--- src/rtl/npu_acc_pkg.sv ---
// Shared definitions for the NPU partial-sum accumulation stage:
// FSM state encoding and parameter-legality helpers.
package npu_acc_pkg;

  typedef enum logic [1:0] {
    ST_IDLE  = 2'd0,
    ST_ACCUM = 2'd1,
    ST_HOLD  = 2'd2
  } acc_state_e;

  // The accumulator must hold 2^cnt_w terms of in_w bits without wrapping.
  function automatic bit acc_width_ok(input int unsigned in_w, input int unsigned cnt_w,
                                      input int unsigned acc_w);
    return acc_w >= in_w + cnt_w;
  endfunction

  function automatic bit out_width_ok(input int unsigned out_w, input int unsigned acc_w);
    return (out_w >= 1) && (out_w <= acc_w);
  endfunction

endpackage

--- src/rtl/signed_saturate.sv ---
// Combinational signed narrowing: clamps (or truncates) an IN_WIDTH value to
// OUT_WIDTH and flags when clamping took place.
module signed_saturate #(
  parameter int unsigned IN_WIDTH  = 24,
  parameter int unsigned OUT_WIDTH = 16,
  parameter bit          SATURATE  = 1'b1
) (
  input  logic [IN_WIDTH-1:0]  value_i,
  output logic [OUT_WIDTH-1:0] value_o,
  output logic                 overflow_o
);

  localparam int unsigned HI_W = IN_WIDTH - OUT_WIDTH + 1;

  logic [HI_W-1:0] hi;
  logic            fits;

  // The value fits when every bit from the output sign bit upward matches.
  assign hi   = value_i[IN_WIDTH-1:OUT_WIDTH-1];
  assign fits = (hi == '0) || (hi == '1);

  always_comb begin
    value_o    = value_i[OUT_WIDTH-1:0];
    overflow_o = 1'b0;
    if (SATURATE && !fits) begin
      overflow_o = 1'b1;
      value_o    = value_i[IN_WIDTH-1] ? {1'b1, {(OUT_WIDTH-1){1'b0}}}
                                       : {1'b0, {(OUT_WIDTH-1){1'b1}}};
    end
  end

endmodule

--- src/rtl/psum_accumulator.sv ---
// Streaming signed partial-sum accumulator: sums cfg_len terms per group and
// emits one saturated (or truncated) result per group with a one-entry hold.
module psum_accumulator
  import npu_acc_pkg::*;
#(
  parameter int unsigned IN_WIDTH  = 16,
  parameter int unsigned CNT_WIDTH = 8,
  parameter int unsigned ACC_WIDTH = 24,
  parameter int unsigned OUT_WIDTH = 16,
  parameter string       SATURATE  = "TRUE"
) (
  input  logic                 clk,
  input  logic                 reset,
  input  logic                 enable,
  input  logic [CNT_WIDTH-1:0] cfg_len,
  input  logic                 in_valid,
  output logic                 in_ready,
  input  logic [IN_WIDTH-1:0]  in_data,
  output logic                 out_valid,
  input  logic                 out_ready,
  output logic [OUT_WIDTH-1:0] out_data,
  output logic                 out_overflow
);

  if (!acc_width_ok(IN_WIDTH, CNT_WIDTH, ACC_WIDTH)) begin : g_bad_acc_width
    $error("psum_accumulator: ACC_WIDTH must be >= IN_WIDTH + CNT_WIDTH");
  end
  if (!out_width_ok(OUT_WIDTH, ACC_WIDTH)) begin : g_bad_out_width
    $error("psum_accumulator: OUT_WIDTH must be <= ACC_WIDTH");
  end

  localparam bit SAT_EN = (SATURATE == "TRUE");

  acc_state_e                  state_q, state_d;
  logic signed [ACC_WIDTH-1:0] acc_q, acc_d, term;
  logic [CNT_WIDTH-1:0]        remain_q, remain_d;
  logic [OUT_WIDTH-1:0]        out_data_q, out_data_d, sat_data;
  logic                        out_ovf_q, out_ovf_d, sat_ovf;
  logic                        beat, first, last;

  assign term = ACC_WIDTH'(signed'(in_data));

  signed_saturate #(
    .IN_WIDTH (ACC_WIDTH),
    .OUT_WIDTH(OUT_WIDTH),
    .SATURATE (SAT_EN)
  ) u_sat (
    .value_i   (acc_d),
    .value_o   (sat_data),
    .overflow_o(sat_ovf)
  );

  always_comb begin
    state_d    = state_q;
    acc_d      = acc_q;
    remain_d   = remain_q;
    out_data_d = out_data_q;
    out_ovf_d  = out_ovf_q;
    in_ready   = 1'b0;
    out_valid  = 1'b0;
    first      = 1'b0;
    last       = 1'b0;
    beat       = 1'b0;

    case (state_q)
      ST_IDLE: begin
        in_ready = enable;
        first    = 1'b1;
      end
      ST_ACCUM: begin
        in_ready = enable;
      end
      ST_HOLD: begin
        out_valid = 1'b1;
        in_ready  = enable & out_ready;
        first     = 1'b1;
        if (out_ready) state_d = ST_IDLE;
      end
      default: state_d = ST_IDLE;
    endcase

    in_ready = in_ready & reset;
    beat     = in_valid & in_ready;

    // A beat taken in HOLD implies the handshake, so it opens the next group.
    if (beat) begin
      if (first) begin
        acc_d    = term;
        remain_d = cfg_len - 1'b1;
        last     = (cfg_len == CNT_WIDTH'(1));
      end else begin
        acc_d    = acc_q + term;
        remain_d = remain_q - 1'b1;
        last     = (remain_q == CNT_WIDTH'(1));
      end
      state_d = last ? ST_HOLD : ST_ACCUM;
      if (last) begin
        out_data_d = sat_data;
        out_ovf_d  = sat_ovf;
      end
    end
  end

  always_ff @(posedge clk or negedge reset) begin
    if (!reset) begin
      state_q    <= ST_IDLE;
      acc_q      <= '0;
      remain_q   <= '0;
      out_data_q <= '0;
      out_ovf_q  <= 1'b0;
    end else begin
      state_q    <= state_d;
      acc_q      <= acc_d;
      remain_q   <= remain_d;
      out_data_q <= out_data_d;
      out_ovf_q  <= out_ovf_d;
    end
  end

  assign out_data     = out_data_q;
  assign out_overflow = out_ovf_q;

endmodule

--- config.mk ---
export PLATFORM = sky130hd
export DESIGN_NAME = psum_accumulator
export DESIGN_NICKNAME = d
export VERILOG_FILES = /design/src/rtl/npu_acc_pkg.sv /design/src/rtl/signed_saturate.sv /design/src/rtl/psum_accumulator.sv
export SDC_FILE = /design/constraint.sdc
export NUM_CORES = 1
export LEC_CHECK = 0
export CORE_UTILIZATION = 50
export CTS_BUF_LIST = sky130_fd_sc_hd__clkbuf_2
export DETAILED_ROUTE_END_ITERATION = 12
export PLACE_DENSITY = 0.77
export SLEW_MARGIN = 20
export SYNTH_ARGS = -nofsm -noshare
export SYNTH_HDL_FRONTEND = slang
export SYNTH_SLANG_ARGS = --single-unit
--- constraint.sdc ---
create_clock -name clk -period 3.9 [get_ports clk]
set_input_delay 0.78 -clock clk [delete_from_list [all_inputs] [get_ports clk]]
set_output_delay 0.78 -clock clk [all_outputs]
set_load 0.02 [all_outputs]
==> flow_summary.toml <==
[floorplan]
rows = 32
chipWidth_um = 93.01
floorplan.core_area_um2 = 7888
die_area_um2 = 8651
initial_core_util = 0.5251
die_h_um = 93.01
io_pins = 48

[cells_and_area]
drive_above_1_share = 0.2374
diodes = 0
fillers = 620
areaGrowthSynthToFinish_pct = 26.22
final_nets = 612
post-route-cell-area_um2 = 5228

[worst_setup_path]
r2r_cells = 13
max_stage_delay_ns = 0.43
reg2reg_to = "out_data[0]"
slowest_stage = "clkdlybuf4s50_1"
crit_path_start = "in_data[0]"
worstSetupEndpointType = "register"
worstReg2RegStart = "acc_q[0]"
path_class = "in -> reg"
crit_fanout = 15
critical_path.startpoint_type = "input port"
critical_path_arrival_ns = 4.11
required_ns = 4.29
ff2ff_setup_slack_ns = 0.51
cp_cell_sequence = "clkdlybuf4s50_1 > ha_1 > fa_1 > a21o_1 > a221oi_4 > o211a_1 > o21ai_1 > xnor2_1 > a21oi_2 > nor4_4 > a311oi_4 > buf_12 > a21oi_1 > a21bo_2"

[placement]
portBuffers = 47
routabilityCongestion = 0.9324
placed_area_um2 = 5129
post-dp-hpwl_um = 8508

[route]
first_pass_iters = 5
drcViolationCount = 0
drt-wirelength-per-cell_um = 16.70
ant_nets = 0
vias_per_cell = 5.942
drt_iter0_markers = 249
routed_wl_um = 10990
dr_total_vias = 3910

[timing]
setup_viol = 0
clock_skew_ns = 0.02303
rsz0062_at_grt = "false"
worst_slew_pin_slew_ns = 0.6685
finalHoldViolations = 0
period_minus_slack_ns = 3.712
slew_headroom = 0.5543
setup-tns-final_ns = 0
drv_slew = 0
fmax_ghz = 0.2694
finalCritPeriodShare = 0.9519

[synthesis]
synth-edff-count = 0
synth_cell_types = 81
synth.most_common_cell = "dfrtp_1"
netlist_area_um2 = 4141
syn-num-nets = 509
ys_top_cells_by_area = "dfrtp_1 (31%), ha_1 (8.2%), a21oi_1 (4.2%), nand2_1 (4.2%), mux2i_1 (3.9%)"
synthArstFlopShare = 1.000
yosysWarnings = 0
ys_top_cells_by_count = "dfrtp_1 (51), nand2_1 (46), a21oi_1 (35)"
avgSynthCellArea_um2 = 9.163
synth_top_area_frac = 0.3082
synth-main-ff-cell = "dfrtp_1"
syn_inst = 452
ys_ff_latch = 51
ys_seq_area_frac = 0.3082
synth_largest_area_cell = "dfrtp_1"

[cts]
htreeDepth = 2
cts_max_path_buffers = 2
clkTransAtPathRegs_ns = 0.28
root_buffer = "clkbuf_2"
cts.sinks = 51
cts_hold_buf = 0
tritoncts = "done"
numCtsBuffers = 5
insertion_delay_ns = 0.47

[power_and_ir_drop]
ir_worst_vdd_mv = 0.2720
power_density_nw_per_um2 = 686.0
cellLeakagePower_nw = 2.472

[worst_hold_path]
hold_path.class = "in -> async"

[global_routing]
grt_pass1_vias = 3762
grt_max_degree = 52
grtUsageTotal = 0.2658
antenna_found_initial = 0
grt_pass1_wl_um = 18130
overflow = 0

[job]
cap_violations = 0

[run_status]
status = "complete, no violations"
## final cells by class
type | count | area, um^2 | area share
multi-input cells | 366 | 2673 | 0.5112
flip-flops and latches | 51 | 1276 | 0.2441
repair buffers | 121 | 1046 | 0.2001
well taps | 102 | 127.6 | 0.02441
clock inverters | 3 | 42.54 | 0.008138
inverters | 10 | 37.54 | 0.007180
clock buffers | 5 | 25.02 | 0.004787
## routing by layer
layer | global-route usage | routed length [um] | up-vias
met5 | 0 | 0 | -
met1 | 0.3806 | 5125 | 1867
li1 | - | - | 1880
met4 | 0.07051 | 157 | 0
met2 | 0.4283 | 5074 | 151
met3 | 0.02764 | 631 | 12
## worst max path at each step
stage                        end  slack (ns)  depth (start not counted)
finish               out_data[0]        0.19                         14
global route         out_data[4]        0.02                         14
CTS                  out_data[0]        0.09                         14
detailed placement   out_data[0]       -0.63                         13
global placement     out_data[3]       -0.49                         13
floorplan           out_data[10]        0.39                         13
## cell families after synthesis
| kind of cell | Yosys count | synth area share |
|---|---|---|
| DFF | 51 | 0.3082 |
| and+or+nand+nor | 131 | 0.1604 |
| AOI/OAI and AO/OA | 168 | 0.3061 |
| xor gates and xnor gates | 22 | 0.04652 |
| buffers and inverters | 35 | 0.05105 |
| adders and majority gates | 28 | 0.08640 |
| muxes | 17 | 0.04139 |
## sequential cells by signal (all words and copies together), names as in the netlist
register and count:
acc_q 24, out_data 16, remain_q 8, state_q 2, out_overflow 1
## layout by cell type (no fill, tap or decap), drive strengths merged, types with 3 or more instances in the layout
cell type / count
xor2: 6
o21a: 6
clkbuf: 5
or4: 3
nand2b: 5
nand2: 48
mux2i: 16
a21bo: 15
and3: 7
a21oi: 51
a31oi: 3
o22ai: 4
a221oi: 3
buf: 75
inv: 11
xnor2: 16
clkdlybuf4s50: 46
o211ai: 4
o31ai: 5
nor4: 5
ha: 27
a22o: 4
o311ai: 3
nand4: 8
o21ai: 37
a21o: 13
nand3: 7
nor3: 10
nor2: 28
dfrtp: 51
## through the flow
stage	instances	hold slack, ns	utilization	setup WS (ns)	power (mW)
detailed placement	649	0.4902	0.6502	-0.6338	3.240
floorplan	452	0.4844	-	0.3912	2.360
global route	658	0.5010	0.6628	0.01731	3.848
global placement	649	0.4720	0.6502	-0.4896	3.168
CTS	658	0.4959	0.6613	0.08662	3.543
finish	658	0.4636	0.6628	0.1877	3.586
## worst max-delay path, delay by kind of cell
family / cells / cell delay [ns]
fa+ha+maj: 2 / 0.62
compound gates: 8 / 1.48
buf+inv: 2 / 0.61
simple gates: 1 / 0.37
xor+xnor: 1 / 0.23
## what timing repair did
item | CTS | global route
buffers inserted | 1 | 0
gates cloned | 0 | 0
pin swaps | 1 | 1
gates resized for setup | 0 | 1
setup endpoints to repair | 15 | 13
## where the power goes
group | internal (mW) | switching, mW | total, mW
clock network | 0.109 | 0.186 | 0.295
registers | 0.711 | 0.151 | 0.862
logic | 1.16 | 1.27 | 2.43
total | 1.98 | 1.61 | 3.59
Power figures use the tool's default switching activity.
